==> src/rtl/clk_mon_pkg.sv <==
// Shared types and default parameters for the divided-clock monitor.
package clk_mon_pkg;

    localparam int CNT_W_DEF       = 16;
    localparam int LOCK_CNT_DEF    = 4;
    localparam int SYNC_STAGES_DEF = 2;

    typedef enum logic [1:0] {
        SEEK   = 2'd0,
        TRACK  = 2'd1,
        LOCKED = 2'd2
    } state_e;

endpackage

==> src/rtl/sync_edge_det.sv <==
// Multi-flop synchronizer for an asynchronous level, followed by single-cycle
// rise/fall pulse generation in the destination clock domain.
module sync_edge_det #(
    parameter int STAGES = 2
)(
    input  logic clk_i,
    input  logic rst_ni,
    input  logic async_i,
    output logic rise_o,
    output logic fall_o
);

    logic [STAGES-1:0] r_sync;
    logic              r_prev;

    always_ff @(posedge clk_i or negedge rst_ni) begin
        if (!rst_ni) begin
            r_sync <= '0;
            r_prev <= 1'b0;
        end else begin
            r_sync <= {r_sync[STAGES-2:0], async_i};
            r_prev <= r_sync[STAGES-1];
        end
    end

    assign rise_o = r_sync[STAGES-1] & ~r_prev;
    assign fall_o = ~r_sync[STAGES-1] & r_prev;

endmodule

==> src/rtl/clk_div_monitor.sv <==
// Divided-clock monitor: measures period and high time of div_clk_i in clk_i
// cycles, declares lock after a run of in-tolerance periods, flags deviations.
module clk_div_monitor
    import clk_mon_pkg::*;
#(
    parameter int CNT_W       = CNT_W_DEF,
    parameter int LOCK_CNT    = LOCK_CNT_DEF,
    parameter int SYNC_STAGES = SYNC_STAGES_DEF
)(
    input  logic             clk_i,
    input  logic             rst_ni,
    input  logic             div_clk_i,
    input  logic             clear_i,
    input  logic [CNT_W-1:0] exp_period_i,
    input  logic [3:0]       tol_i,
    output logic [CNT_W-1:0] period_o,
    output logic [CNT_W-1:0] high_o,
    output logic             meas_valid_o,
    output logic             locked_o,
    output logic             err_o,
    output state_e           dbg_state_o
);

    localparam int              MC_W     = $clog2(LOCK_CNT + 1);
    localparam logic [MC_W-1:0] LOCK_TGT = MC_W'(LOCK_CNT);

    logic w_rise;
    logic w_fall;

    sync_edge_det #(
        .STAGES (SYNC_STAGES)
    ) u_sync_edge_det (
        .clk_i   (clk_i),
        .rst_ni  (rst_ni),
        .async_i (div_clk_i),
        .rise_o  (w_rise),
        .fall_o  (w_fall)
    );

    logic [CNT_W-1:0] r_cnt;
    logic [CNT_W-1:0] r_shadow;
    logic [CNT_W-1:0] r_period;
    logic [CNT_W-1:0] r_high;
    logic             r_meas_valid;
    logic             r_locked;
    logic             r_err;
    logic [MC_W-1:0]  r_match_cnt;
    state_e           r_state;

    // Counter restarts at 1 so the value seen on the next rise is the period.
    always_ff @(posedge clk_i or negedge rst_ni) begin
        if (!rst_ni) begin
            r_cnt <= '0;
        end else if (w_rise) begin
            r_cnt <= CNT_W'(1);
        end else if (r_cnt != '1) begin
            r_cnt <= r_cnt + CNT_W'(1);
        end
    end

    // One extra bit keeps |cnt - exp| and exp + tol free of overflow.
    logic [CNT_W:0] w_cnt_x;
    logic [CNT_W:0] w_exp_x;
    logic [CNT_W:0] w_tol_x;
    logic [CNT_W:0] w_diff;
    logic [CNT_W:0] w_limit;
    logic           w_match;
    logic           w_timeout;

    assign w_cnt_x   = {1'b0, r_cnt};
    assign w_exp_x   = {1'b0, exp_period_i};
    assign w_tol_x   = {{(CNT_W-3){1'b0}}, tol_i};
    assign w_diff    = (w_cnt_x >= w_exp_x) ? (w_cnt_x - w_exp_x) : (w_exp_x - w_cnt_x);
    assign w_limit   = w_exp_x + w_tol_x;
    assign w_match   = (w_diff <= w_tol_x);
    assign w_timeout = (w_cnt_x > w_limit);

    state_e          w_state_nx;
    logic [MC_W-1:0] w_mc_nx;
    logic [MC_W-1:0] w_mc_inc;
    logic            w_err_nx;
    logic            w_meas;

    assign w_mc_inc = r_match_cnt + MC_W'(1);

    always_comb begin
        w_state_nx = r_state;
        w_mc_nx    = r_match_cnt;
        w_err_nx   = r_err;
        w_meas     = 1'b0;
        if (clear_i) begin
            w_state_nx = SEEK;
            w_mc_nx    = '0;
            w_err_nx   = 1'b0;
        end else begin
            case (r_state)
                SEEK: begin
                    if (w_rise) begin
                        w_state_nx = TRACK;
                        w_mc_nx    = '0;
                    end
                end
                TRACK: begin
                    if (w_rise) begin
                        w_meas = 1'b1;
                        if (w_match) begin
                            w_mc_nx = w_mc_inc;
                            if (w_mc_inc >= LOCK_TGT) begin
                                w_state_nx = LOCKED;
                            end
                        end else begin
                            w_mc_nx = '0;
                        end
                    end else if (w_timeout) begin
                        w_state_nx = SEEK;
                    end
                end
                LOCKED: begin
                    if (w_rise) begin
                        w_meas = 1'b1;
                        if (!w_match) begin
                            w_err_nx   = 1'b1;
                            w_state_nx = TRACK;
                            w_mc_nx    = '0;
                        end
                    end else if (w_timeout) begin
                        w_err_nx   = 1'b1;
                        w_state_nx = SEEK;
                    end
                end
                default: begin
                    w_state_nx = SEEK;
                    w_mc_nx    = '0;
                end
            endcase
        end
    end

    always_ff @(posedge clk_i or negedge rst_ni) begin
        if (!rst_ni) begin
            r_state      <= SEEK;
            r_match_cnt  <= '0;
            r_err        <= 1'b0;
            r_locked     <= 1'b0;
            r_meas_valid <= 1'b0;
            r_period     <= '0;
            r_high       <= '0;
            r_shadow     <= '0;
        end else begin
            r_state      <= w_state_nx;
            r_match_cnt  <= w_mc_nx;
            r_err        <= w_err_nx;
            r_locked     <= (w_state_nx == LOCKED);
            r_meas_valid <= w_meas;
            if (w_meas) begin
                r_period <= r_cnt;
                r_high   <= r_shadow;
            end
            if (w_fall && !clear_i) begin
                r_shadow <= r_cnt;
            end
        end
    end

    assign period_o     = r_period;
    assign high_o       = r_high;
    assign meas_valid_o = r_meas_valid;
    assign locked_o     = r_locked;
    assign err_o        = r_err;
    assign dbg_state_o  = r_state;

endmodule

==> config.mk <==
export PLATFORM = sky130hd
export DESIGN_NAME = clk_div_monitor
export DESIGN_NICKNAME = d
export VERILOG_FILES = /design/src/rtl/clk_mon_pkg.sv /design/src/rtl/sync_edge_det.sv /design/src/rtl/clk_div_monitor.sv
export SDC_FILE = /design/constraint.sdc
export NUM_CORES = 1
export LEC_CHECK = 0
export BUFFER_PORTS_ARGS = -buffer_cell sky130_fd_sc_hd__buf_4
export CAP_MARGIN = 25
export CORE_ASPECT_RATIO = 1.75
export CORE_MARGIN = 4
export CORE_UTILIZATION = 48
export CTS_CLUSTER_SIZE = 10
export DETAILED_ROUTE_END_ITERATION = 7
export HOLD_SLACK_MARGIN = 0.15
export PLACE_DENSITY = 0.67
export SKIP_CTS_REPAIR_TIMING = 1
export SLEW_MARGIN = 10
export SYNTH_ARGS = -nofsm -noshare
export SYNTH_HDL_FRONTEND = slang
export SYNTH_HIERARCHICAL = 1
export SYNTH_SLANG_ARGS = --single-unit
export TNS_END_PERCENT = 50
==> constraint.sdc <==
create_clock -name clk_i -period 9.2 [get_ports clk_i]
set_clock_uncertainty 0.2 [all_clocks]
set_input_delay 0.92 -clock clk_i [delete_from_list [all_inputs] [get_ports clk_i]]
set_output_delay 0.92 -clock clk_i [all_outputs]
set_load 0.01 [all_outputs]
# After elaboration in Yosys (flattened, before gate mapping)

Index checks and enable logic that the tools add are counted.

Bits in registers: 75
Input bits: 24
Logic and storage cells: 69

$add $sub $neg: 5
Magnitude comparators: 4
Equal/unequal tests: 9
Muxes and demuxes: 27
Bitwise operators: 4
Reductions and logical operators: 9

Operator list:

| kind                                                             | count |
|---|---|
| 16-bit by 16-bit subtractor with 17-bit output                   | 2 |
| 16-bit 2-to-1 mux                                                | 2 |
| 3-bit 2-to-1 mux                                                 | 6 |
| 16-bit by 4-bit adder with 17-bit output                         | 1 |
| 16-bit by 17-bit greater-than comparator with 1-bit output       | 1 |
| 17-bit by 4-bit <= comparator with 1-bit output                  | 1 |
| 17-bit 2-to-1 mux                                                | 1 |
| 16-bit by 1-bit adder with 16-bit output (second input constant) | 1 |
| 16-bit >= comparator                                             | 1 |
| 2-bit 2-to-1 mux                                                 | 8 |
| 16-bit != test (second input constant)                           | 1 |
| 3-bit by 2-bit != test with 1-bit output (second input constant) | 3 |
| 3-bit case mux with 3 select lines                               | 1 |
| 1-bit 2-to-1 mux                                                 | 8 |
| 3-bit != test (second input constant)                            | 2 |
| 2-bit case mux with 3 select lines                               | 1 |
| 2-bit equality test (second input constant)                      | 2 |
| 4-bit AND reduction                                              | 1 |
| 2-bit nonzero test                                               | 2 |
| 3-bit by 1-bit adder with 3-bit output (second input constant)   | 1 |
| 3-bit >= comparator (second input constant)                      | 1 |
| 3-bit AND reduction                                              | 1 |
| 3-bit nonzero test                                               | 1 |
| 1-bit AND                                                        | 2 |
| other kinds (6)                                                  | 7 |

# Logic depth before layout (Yosys ltp)

Gate-level depths: netlist (run 1).

Word-level depth: 8
Gate-level depth with buffers: 21
Depth with buffers taken out: 19

# Hierarchy

Netlist (run 1), hierarchy kept.

Modules (own cells, without submodules):

| module          | instances | cells each | area an instance (µm²) |
|---|---|---|---|
| clk_div_monitor | 1         | 656        | 5596.6 |
| sync_edge_det   | 1         | 5          | 90.1 |

# Worst setup path before layout (run 1)

OpenSTA, ideal clock, no wires.

Path type: input port to flip-flop
Start point: input port exp_period_i[8]
End point: register r_err, in the netlist err_o
Library setup time: 0.119 ns
Arrival time: 4.977 ns
Data required time: 8.881 ns
Path slack: 3.904 ns
Stages: 20
Buffers on the path: 2
Cell sequence: inv_1 -> ha_1 -> buf_2 -> and3_1 -> a221oi_4 -> nor3_2 -> nor3_2 -> buf_6 -> mux2_2 -> ha_1 -> nor2b_1 -> o211a_1 -> o21ai_0 -> a21boi_0 -> nand4_1 -> o21ai_0 -> nand4_1 -> o41ai_2 -> a21oi_1 -> o21ba_1

Cells in the longest elaborated chain, start to end: 5

RTL lines:

| what                                                                                   | line                   | text |
|---|---|---|
| start: declaration                                                                     | clk_div_monitor.sv:14  | `input logic [CNT_W-1:0] exp_period_i,` |
| 16-bit by 16-bit subtractor with 17-bit output or 16-bit >= comparator (tied branches) | clk_div_monitor.sv:73  | `assign w_diff = (w_cnt_x >= w_exp_x) ? (w_cnt_x - w_exp_x) : (w_exp_x - w_cnt_x);` |
| 17-bit 2-to-1 mux                                                                      | clk_div_monitor.sv:73  |  |
| 17-bit by 4-bit <= comparator with 1-bit output                                        | clk_div_monitor.sv:75  | `assign w_match = (w_diff <= w_tol_x);` |
| 3-bit != test (no source line)                                                         | --                     |  |
| 3-bit AND reduction (no source line) (*)                                               | --                     |  |
| end signal: assignment                                                                 | clk_div_monitor.sv:152 | `r_err <= w_err_nx;` |
| end: declaration                                                                       | clk_div_monitor.sv:46  | `logic r_err;` |

Every way passes the cells marked *; elsewhere a longest branch is shown, timed or not.
A chain may end at the register's enable or synchronous reset.

# Worst setup path in the final report (run 1)

Start point: input port exp_period_i[6]
End point: register r_err, in the netlist err_o

Same word-level chain as after synthesis.

==> results of run 1 <==
-- worst max-delay path: cells and delay by family --
kind                     cells  cell delay [ns]
AO/OA/AOI/OAI                8             2.01
AND/OR/NAND/NOR              6             1.46
adder cells (fa/ha/maj)      2             0.82
buffers and inverters        3             0.39
multiplexers                 1             0.30
-- registers in the layout (all words and copies together) (netlist names) --
| signal | cells |
|---|---|
| u_sync_edge_det/r_prev | 1 |
| u_sync_edge_det/r_sync | 2 |
| dbg_state_o | 2 |
| r_match_cnt | 3 |
| period_o | 16 |
| locked_o | 1 |
| err_o | 1 |
| r_shadow | 16 |
| high_o | 16 |
| r_cnt | 16 |
| meas_valid_o | 1 |
-- through the flow --
| step | setup slack [ns] | hold slack, ns | instances |
|---|---|---|---|
| 6_report | 3.29 | 0.166 | 852 |
| 5_1_grt | 2.91 | 0.166 | 852 |
| 4_1_cts | 3.32 | 0.171 | 850 |
| 3_5_place_dp | 2.99 | 0.152 | 835 |
| 3_3_place_gp | 3.11 | 0.137 | 835 |
| 2_1_floorplan | 3.90 | 0.131 | 661 |
-- metal layers --
| metal | part of all wire, % | track usage (%) |
|---|---|---|
| met3 | 3.3 | 3.12 |
| met2 | 54 | 43.7 |
| met1 | 38 | 25.5 |
| met5 | 0 | 0 |
| met4 | 5.2 | 13.6 |
-- cell usage after synthesis (3+ instances only) --
cell type and count:
nand2_1 110, dfrtp_1 75, ha_1 62, o21ai_0 48, inv_1 47, xnor2_1 36, nor2_1 33, a21oi_1 28
nand4_1 23, a21o_1 21, nand3_1 18, clkbuf_1 12, nor2b_1 10, nor3_1 10, buf_2 9, and2_1 7
o211ai_1 7, o21a_1 7, a31oi_1 6, mux2i_1 6, and3_1 5, nand2b_1 5, nor4_1 5, xor2_1 5
a211oi_1 3, a221oi_1 3, fa_1 3
-- power breakdown --
group          leakage, nW  switching (mW)  total [mW]  internal (mW)
sequential            1.02          0.0242       0.381          0.356
combinational         2.06           0.203       0.343          0.140
clock                0.146           0.126       0.349          0.223
-- area by class of cell --
class	instances	area [um^2]
Fill cell	1076	5030
Multi-Input combinational cell	514	3510
Sequential cell	75	1880
Timing Repair Buffer	65	515
Clock buffer	13	260
Inverter	48	180
Tap cell	135	169
Clock inverter	2	35.0
-- cells by family (layout without fill, tap and decap cells) --
group / Yosys count / after routing / synth area share, %
compound gates: 159 / 159 / 19.2
xor+xnor: 41 / 41 / 6.31
flops: 75 / 75 / 33.0
fa+ha+maj: 65 / 65 / 14.7
simple gates: 242 / 242 / 20.3
buf+inv: 72 / 128 / 5.21
mux: 7 / 7 / 1.25
-- how the worst max path moves through the flow --
| stage | cells after the start | start | slack [ns] | to |
|---|---|---|---|---|
| after floorplan | 20 | exp_period_i[8] | 3.90 | err_o$_DFFE_PN0P_ |
| after global placement | 20 | exp_period_i[6] | 3.11 | err_o$_DFFE_PN0P_ |
| after detailed placement | 20 | exp_period_i[6] | 2.99 | err_o$_DFFE_PN0P_ |
| after CTS | 20 | exp_period_i[6] | 3.32 | err_o$_DFFE_PN0P_ |
| after global routing | 20 | exp_period_i[6] | 2.91 | locked_o$_DFF_PN0_ |
| final | 20 | exp_period_i[6] | 3.29 | err_o$_DFFE_PN0P_ |
==> out/metrics.yaml, run 1 <==
grt:
  grt_usage_pct: 23.7
  grt_max_degree: 76
  gr-total-overflow: 0
  grt_pass1_vias: 5318
  grt_pass1_wl_mm: 26.4
  antenna_found_initial: 0
yosys:
  synth_area_leaders: "dfrtp_1 33%, ha_1 14%, nand2_1 7.3%"
  async_flop_share_pct: 100
  synth_flop_cell: "dfrtp_1"
  synthesis.nets: 750
  syn_inst: 661
  synth_edf_count: 0
  ys_seq_area_share_pct: 33.0
  synth.avg_cell_area_um2: 8.60
  ys_warn_count: 6
  ys_ff_latch: 75
  synth_top_area_cell: "dfrtp_1"
  netlist.area_leader.share_pct: 33.0
  syn-cell-area_mm2: 0.00569
  synth_cell_type_count: 68
placement:
  place.gp.congestion: 1.00
  dp_hpwl_mm: 12.6
  port_buffers: 60
  post_dp_cell_area_mm2: 0.00621
clock_tree:
  cts.clk_slew.worst_paths_ns: 0.06
  tritoncts: "done"
  htreeDepth: 3
  cts.path.max_buffers: 2
  cts-root-buf: "clkbuf_16"
  cts_sinks: 75
  clk_latency_ns: 0.33
  cts_buffers: 9
final_layout:
  stdcell_area_mm2: 0.00655
  most-common-layout-cells: "110 x nand2_1, 75 x dfrtp_1, 63 x buf_4"
  mostFrequentLayoutCell: "nand2_1"
  layout-drive-gt1-share_pct: 13.1
  utilization_pct: 56.6
  num_antenna_cells: 0
  final_nets: 802
  syn_to_final_growth_pct: 15.2
worst_setup_path:
  critical_path_class: "input pin to register"
  cp_max_fo: 13
  worstPathRequired_ns: 9.22
  timing.rr.start: "r_cnt[7]$_DFFE_PN0P_"
  worst_path_largest_cell_delay_ns: 0.64
  endpoint_kind: "register"
  r2r-end: "err_o$_DFFE_PN0P_"
  path_cells: "buf_4 -> inv_1 -> ha_1 -> nand4_1 -> or4_4 -> o211ai_2 -> nor3_2 -> buf_4 -> mux2_2 -> ha_1 -> nor2b_1 -> o211a_1 -> o21ai_0 -> a21boi_0 -> nand4_1 -> o21ai_0 -> nand4_1 -> o41ai_2 -> a21oi_1 -> o21ba_1"
  crit_top_cell: "nand4_1"
  reg2reg_depth: 18
  regToRegSetupSlack_ns: 3.60
  start_kind: "input pin"
  arrival_ns: 5.93
  crit_slowest_cell: "or4_4"
sta:
  tightest_slew_ns: 0.748
  period_needed_ns: 5.91
  finalSetupViolations: 0
  rsz0062_at_grt: "no"
  timing.slew.headroom_pct: 49.7
  tns_ns: 0
  max_freq_mhz: 169
  fin_crit_sh_pct: 64.2
  finalMaxSlewViolations: 0
  hold_violations: 0
pwr:
  leakage_nw: 3.23
  power_mw: 1.07
  powerDensity_mw_per_mm2: 164
  worst_ir_drop_vdd_uv: 100
floorplan:
  row_count: 52
  die_y_um: 152
  core_mm2: 0.0116
  fp.dieW_um: 90.3
  io_pins: 61
  initial_core_util_pct: 49.1
  die_area_mm2: 0.0137
routing:
  drt_iter0_drc: 186
  vias: 5014
  drc: 0
  drt_pre_antenna_iters: 4
  wl_per_cell_um: 18.5
  drtAntennaViolNets: 0
  wl_mm: 15.8
  vias_per_cell: 5.88
hold_path:
  hold_path_end: "u_sync_edge_det/r_sync[1]$_DFF_PN0_"
  min-delay-start: "u_sync_edge_det/r_sync[0]$_DFF_PN0_"
  hold_depth: 0
  hp-class: "register to register"
run_status:
  status: "finished clean"
run:
  max_cap_viol_count: 0
Note: power is estimated with default switching activity, not from simulation.
==> inputs of run 2 (changes only) <==
--- a/config.mk
+++ b/config.mk
@@ -5,6 +5,7 @@
 export SDC_FILE = /design/constraint.sdc
 export NUM_CORES = 1
 export LEC_CHECK = 0
+export ABC_AREA = 1
 export BUFFER_PORTS_ARGS = -buffer_cell sky130_fd_sc_hd__buf_4
 export CAP_MARGIN = 25
 export CORE_ASPECT_RATIO = 1.75
==> constraint.sdc (replaced) <==
create_clock -name clk_i -period 6.2 [get_ports clk_i]
set_clock_uncertainty 0.2 [all_clocks]
set_input_delay 0.62 -clock clk_i [delete_from_list [all_inputs] [get_ports clk_i]]
set_output_delay 0.62 -clock clk_i [all_outputs]
set_load 0.01 [all_outputs]
==> out/metrics.yaml, run 2 <==
pwr:
  p_sw_uw: 577  # +64%
  clkPwrFrac_pct: 29.8  # -2.7 points
  worst_ir_drop_vdd_uv: 207  # +110%
  leakage_nw: 3.80  # +18%
  seq_power_share_pct: 36.2  # +0.7 points
  pwr-share-comb_pct: 34.0  # +2.0 points
  swShare_pct: 36.2  # +3.2 points
  p_int_mw: 1.02  # +42%
  powerDensity_mw_per_mm2: 227  # +39%
sta:
  period_needed_ns: 4.19
  fin_crit_sh_pct: 67.6
  finalMaxSlewViolations: 0  # unchanged
  timing.slew.headroom_pct: 38.6  # -11 points
  hold_violations: 0  # unchanged
  tns_ns: 0  # unchanged
  max_freq_mhz: 239
  tightest_slew_ns: 0.921  # +0.173 ns
  finalSetupViolations: 0  # unchanged
  rsz0062_at_grt: "no"
final_layout:
  syn_to_final_growth_pct: 13.7
  num_antenna_cells: 0  # unchanged
  layout-drive-gt1-share_pct: 12.2  # -0.87 points
  instances_no_fill: 1116  # +31%
  fillCellCount: 1321  # +23%
  layout.area.seq_mm2: 0.00188  # unchanged
  final_nets: 1032  # +29%
  most-common-layout-cells: "298 x nand2_1, 115 x inv_1, 75 x dfrtp_1"
  mostFrequentLayoutCell: "nand2_1"
  multi_input_area_mm2: 0.00372  # +6.0%
routing:
  wl_mm: 17.0  # +7.6%
  drt_iter0_drc: 207  # +11%
  drtAntennaViolNets: 0  # unchanged
  wl_per_cell_um: 15.2  # -18%
  drt_pre_antenna_iters: 5  # +1
  drc: 0  # unchanged
  vias: 5811  # +16%
  vias_per_cell: 5.21  # -12%
placement:
  dp_hpwl_mm: 13.8  # +9.9%
  dp_cells: 1100  # +32%
  place.gp.congestion: 0.920  # -8.4%
  port_buffers: 60  # unchanged
floorplan:
  die_y_um: 158  # +4.0%
  row_count: 54  # +3.8%
  die_area_mm2: 0.0148  # +7.9%
  io_pins: 61  # unchanged
  fp.dieW_um: 93.7  # +3.8%
  initial_core_util_pct: 49.1  # about the same
  core_mm2: 0.0126  # +8.5%
yosys:
  synthesis.nets: 978  # +30%
  ys_warn_count: 6  # unchanged
  ys_ff_latch: 75  # unchanged
  syn-cell-area_mm2: 0.00617  # +8.6%
  ys_seq_area_share_pct: 30.4  # -2.6 points
  netlist.area_leader.share_pct: 30.4  # -2.6 points
  async_flop_share_pct: 100  # unchanged
  syn_inst: 889  # +34%
  synth_edf_count: 0  # unchanged
  synth.most_common_cell: "nand2_1"
  synth.avg_cell_area_um2: 6.94  # -19%
  synth_top_area_cell: "dfrtp_1"
  yosys-top-cells-count: "298 x nand2_1, 115 x inv_1, 75 x dfrtp_1"
  synth_flop_cell: "dfrtp_1"
  synth_area_leaders: "dfrtp_1 30%, nand2_1 18%, ha_1 13%"
  synth_cell_type_count: 41  # -40%
clock_tree:
  clk_latency_ns: 0.33  # about the same
  htreeDepth: 3  # unchanged
  cts_buffers: 9  # unchanged
  cts_sinks: 75  # unchanged
  cts.path.max_buffers: 2  # unchanged
  tritoncts: "done"
  cts.clk_slew.worst_paths_ns: 0.05  # about the same
  cts-root-buf: "clkbuf_16"
worst_setup_path:
  reg2reg_depth: 27  # +9
  start_kind: "register"
  cp_max_fo: 17  # +4
  worst_path_largest_cell_delay_ns: 0.48  # -0.16 ns
  crit_slowest_cell: "ha_1"
  critical_path_class: "register to register"
  endpoint_kind: "register"
  worstPathRequired_ns: 6.26  # -2.96 ns
  arrival_ns: 4.25  # -1.68 ns
grt:
  grt_usage_pct: 24.0  # +0.34 points
  grt_pass1_vias: 5883  # +11%
  grt_pass1_wl_mm: 27.8  # +5.2%
  gr-total-overflow: 0  # unchanged
  antenna_found_initial: 0  # unchanged
  grt_max_degree: 76  # unchanged
hold_path:
  hold_depth: 0  # unchanged
  hp-class: "register to register"
run:
  max_cap_viol_count: 0  # unchanged
run_status:
  status: "finished clean"
==> run 2: worst max-delay path, delay by kind of cell, from the launching register on <==
kind / cells / cell delay (ns)
simple gates: 19 / 2.00
fa+ha+maj: 2 / 0.77
compound gates: 4 / 0.48
flops: 1 / 0.45
xor+xnor: 1 / 0.16
buf+inv: 1 / 0.06
==> run 2: final timing paths <==
path | start | end | slack, ns
max | r_cnt[8]$_DFFE_PN0P_ | locked_o$_DFF_PN0_ | 2.01
min | u_sync_edge_det/r_sync[0]$_DFF_PN0_ | u_sync_edge_det/r_sync[1]$_DFF_PN0_ | 0.15
max reg2reg | r_cnt[8]$_DFFE_PN0P_ | locked_o$_DFF_PN0_ | 2.01
min reg2reg | u_sync_edge_det/r_sync[0]$_DFF_PN0_ | u_sync_edge_det/r_sync[1]$_DFF_PN0_ | 0.15
max in group asynchronous | rst_ni | high_o[13]$_DFFE_PN0P_ | 4.97
min in group asynchronous | rst_ni | u_sync_edge_det/r_sync[0]$_DFF_PN0_ | 0.23
==> run 2: per-stage QoR <==
stage               hold slack, ns  setup WS [ns]  power [mW]  utilization (%)  instance area (um^2)
global route                 0.165           1.60        1.70             55.8                  7020
floorplan                    0.124           2.26       0.937                -                  6170
global placement             0.136           1.78        1.12             53.7                  6740
detailed placement           0.144           1.72        1.12             53.7                  6740
finish                       0.153           2.01        1.60             55.8                  7020
CTS                          0.156           2.05        1.61             55.8                  7020
==> run 2: layout make-up <==
| cell class | instances | area share [%] |
|---|---|---|
| clock buffers | 14 | 3.76 |
| clock inverters | 2 | 0.143 |
| inverters | 122 | 6.53 |
| multi-input cells | 672 | 53.1 |
| flip-flops and latches | 75 | 26.7 |
| well taps | 168 | 3.00 |
| repair buffers | 63 | 6.74 |
==> run 2: cell families (layout without fill, tap and decap cells) <==
family	count (synthesis)	count (layout)	share of synthesized area, %
muxes	1	1	0.162
xor gates and xnor gates	23	23	3.26
adders and majority gates	65	65	13.5
and+or+nand+nor	469	469	33.4
buffers and inverters	142	201	9.26
AOI/OAI and AO/OA	114	114	9.95
DFF	75	75	30.4
==> run 2: layer usage <==
| layer | wire length, um | GRT usage, % | up-vias |
|---|---|---|---|
| met2 | 8940 | 44.3 | 136 |
| li1 | - | - | 2947 |
| met5 | 0 | 0 | - |
| met1 | 6410 | 25.7 | 2669 |
| met4 | 1150 | 15.1 | 0 |
| met3 | 463 | 2.19 | 59 |
==> run 2: power by group through the flow <==
stage	Sequential [mW]	Combinational (mW)	Clock, mW
5_1_grt	0.584	0.613	0.507
2_1_floorplan	0.582	0.354	0
3_5_place_dp	0.584	0.540	0
6_report	0.577	0.543	0.476
3_3_place_gp	0.584	0.535	0
4_1_cts	0.577	0.542	0.487
==> inputs of run 3 (changes only) <==
--- a/config.mk
+++ b/config.mk
@@ -14,7 +14,7 @@
 export CTS_CLUSTER_SIZE = 10
 export DETAILED_ROUTE_END_ITERATION = 7
 export HOLD_SLACK_MARGIN = 0.15
-export PLACE_DENSITY = 0.67
+export PLACE_DENSITY = 0.7
 export SKIP_CTS_REPAIR_TIMING = 1
 export SLEW_MARGIN = 10
 export SYNTH_ARGS = -nofsm -noshare
==> constraint.sdc (replaced) <==
create_clock -name clk_i -period 3.6 [get_ports clk_i]
set_clock_uncertainty 0.2 [all_clocks]
set_input_delay 0.36 -clock clk_i [delete_from_list [all_inputs] [get_ports clk_i]]
set_output_delay 0.36 -clock clk_i [all_outputs]
set_load 0.01 [all_outputs]
==> out/metrics.yaml, run 3 (synthesized netlist as in run 2, its figures left out) <==
run_status:
  status: "complete, but fails checks"
  violations: "negative setup slack"
routing:
  drc: 0  # unchanged
  drt_iter0_drc: 297  # +43%
  wl_per_cell_um: 15.2  # -0.19%
  wl_mm: 18.8  # +11%
  drt_pre_antenna_iters: 5  # unchanged
  vias_per_cell: 5.10  # -2.1%
  drtAntennaViolNets: 0  # unchanged
  vias: 6326  # +8.9%
clock_tree:
  cts_sinks: 75  # unchanged
  tritoncts: "done"
  cts.clk_slew.worst_paths_ns: 0.06  # about the same
  cts-root-buf: "clkbuf_16"
  htreeDepth: 3  # unchanged
  cts_buffers: 9  # unchanged
  cts.path.max_buffers: 2  # unchanged
  clk_latency_ns: 0.33  # about the same
pwr:
  seq_power_share_pct: 31.7  # -4.5 points
  powerDensity_mw_per_mm2: 374  # +64%
  clkPwrFrac_pct: 28.1  # -1.7 points
  power_mw: 3.07  # +92%
  pwr-share-comb_pct: 40.2  # +6.2 points
  p_int_mw: 1.93  # +90%
  leakage_nw: 4.44  # +17%
  worst_ir_drop_vdd_uv: 413  # +100%
  p_sw_mw: 1.13  # +97%
  swShare_pct: 37.0  # +0.85 points
sta:
  finalSetupViolations: 6  # +6
  layout_setup_ws_ns: -0.106  # -2.12 ns
  max_freq_mhz: 270  # +13%
  rsz0062_at_grt: "yes"
  tightest_slew_ns: 0.922  # +0.00161 ns
  hold_violations: 0  # unchanged
  finalMaxSlewViolations: 0  # unchanged
  fin_crit_sh_pct: 103  # +35 points
  period_needed_ns: 3.71  # -0.483 ns
  timing.slew.headroom_pct: 38.5  # -0.11 points
worst_setup_path:
  timing.rr.start: "r_cnt[13]$_DFFE_PN0P_"
  critical_path_class: "register to register"
  start_kind: "register"
  arrival_ns: 3.77  # -0.48 ns
  endpoint_kind: "register"
  worstPathRequired_ns: 3.67  # -2.59 ns
  cp_max_fo: 6  # -11
  crit_path_start: "r_cnt[13]$_DFFE_PN0P_"
final_layout:
  stdcell_area_mm2: 0.00820  # +17%
  final_nets: 1157  # +12%
  num_antenna_cells: 0  # unchanged
  utilization_pct: 65.3  # +9.4 points
  layout-drive-gt1-share_pct: 25.2  # +13 points
  most-common-layout-cells: "291 x nand2_1, 184 x buf_4, 113 x inv_1"
  mostFrequentLayoutCell: "nand2_1"
  syn_to_final_growth_pct: 32.9
grt:
  grt_usage_pct: 26.3  # +2.3 points
  grt_pass1_vias: 6370  # +8.3%
  grt_max_degree: 76  # unchanged
  grt_pass1_wl_mm: 30.3  # +9.1%
  antenna_found_initial: 0  # unchanged
  gr-total-overflow: 0  # unchanged
placement:
  place.gp.congestion: 1.00  # +9.1%
  dp_hpwl_mm: 15.1  # +9.5%
  place_ws_ns: -0.357  # -2.08 ns
  post_dp_cell_area_mm2: 0.00773  # +15%
  port_buffers: 60  # unchanged
hold_path:
  min-delay-start: "u_sync_edge_det/r_sync[0]$_DFF_PN0_"
  hp-class: "register to register"
floorplan:
  die_y_um: 158  # unchanged
  initial_core_util_pct: 49.1  # unchanged
  core_mm2: 0.0126  # unchanged
  fp.dieW_um: 93.7  # unchanged
  row_count: 54  # unchanged
  die_area_mm2: 0.0148  # unchanged
  io_pins: 61  # unchanged
run:
  max_cap_viol_count: 0  # unchanged
## run 3: routing by layer
| layer | up-vias | GRT usage (%) | wire length (um) |
|---|---|---|---|
| met2 | 145 | 50.0 | 10400 |
| li1 | 3202 | - | - |
| met1 | 2943 | 29.4 | 7250 |
| met5 | - | 0 | 0 |
| met4 | 0 | 10.7 | 650 |
| met3 | 36 | 2.66 | 523 |
## run 3: critical path: stages, from the launching register on
cell     delay, ns
dfrtp_1       0.40
ha_1          0.42
nand2_1       0.15
nor3_4        0.26
nand2_2       0.11
nand2_4       0.11
nand2_2       0.06
o21ai_2       0.06
xor2_1        0.15
inv_1         0.08
ha_4          0.22
a21oi_2       0.10
o21ai_1       0.07
a21oi_1       0.16
nand3_1       0.08
nor2_1        0.11
nor2_1        0.06
nor2_2        0.16
nand3_2       0.17
nand2_2       0.13
nand2_4       0.07
nand2_2       0.06
nand2_1       0.05
nand2_1       0.06
nand2_1       0.07
nor2_2        0.07
## run 3: power by group through the flow
| stage | clock network, mW | registers, mW | logic, mW |
|---|---|---|---|
| CTS | 0.870 | 0.968 | 1.20 |
| detailed placement | 0 | 0.983 | 1.19 |
| global placement | 0 | 0.982 | 1.18 |
| global route | 0.913 | 0.980 | 1.38 |
| floorplan | 0 | 1.00 | 0.638 |
| finish | 0.862 | 0.971 | 1.23 |
## run 3: stage by stage
stage          cells  hold slack [ns]  setup TNS, ns
2_1_floorplan    889           -0.136              0
3_3_place_gp    1220            0.137          -1.72
3_5_place_dp    1220            0.145          -2.22
4_1_cts         1236          -0.0784          -1.80
5_1_grt         1241            0.169          -2.62
6_report        1241            0.169         -0.517
## run 3: cell type report
class | instances | area [um^2]
well taps | 168 | 210
inverters | 122 | 459
fillers | 1154 | 4370
multi-input cells | 672 | 3950
flip-flops and latches | 75 | 1880
repair buffers | 188 | 1420
clock buffers | 9 | 225
clock inverters | 7 | 57.6
## run 3: path summary, 6_finish.rpt
path / to / slack [ns] / cells after the start
max: locked_o$_DFF_PN0_ / -0.11 / 25
min: u_sync_edge_det/r_sync[1]$_DFF_PN0_ / 0.17 / 0
max reg2reg: locked_o$_DFF_PN0_ / -0.11 / 25
min reg2reg: u_sync_edge_det/r_sync[1]$_DFF_PN0_ / 0.17 / 0
max in group asynchronous: r_cnt[9]$_DFFE_PN0P_ / 2.06 / 2
min in group asynchronous: r_shadow[2]$_DFFE_PN0P_ / 0.53 / 2
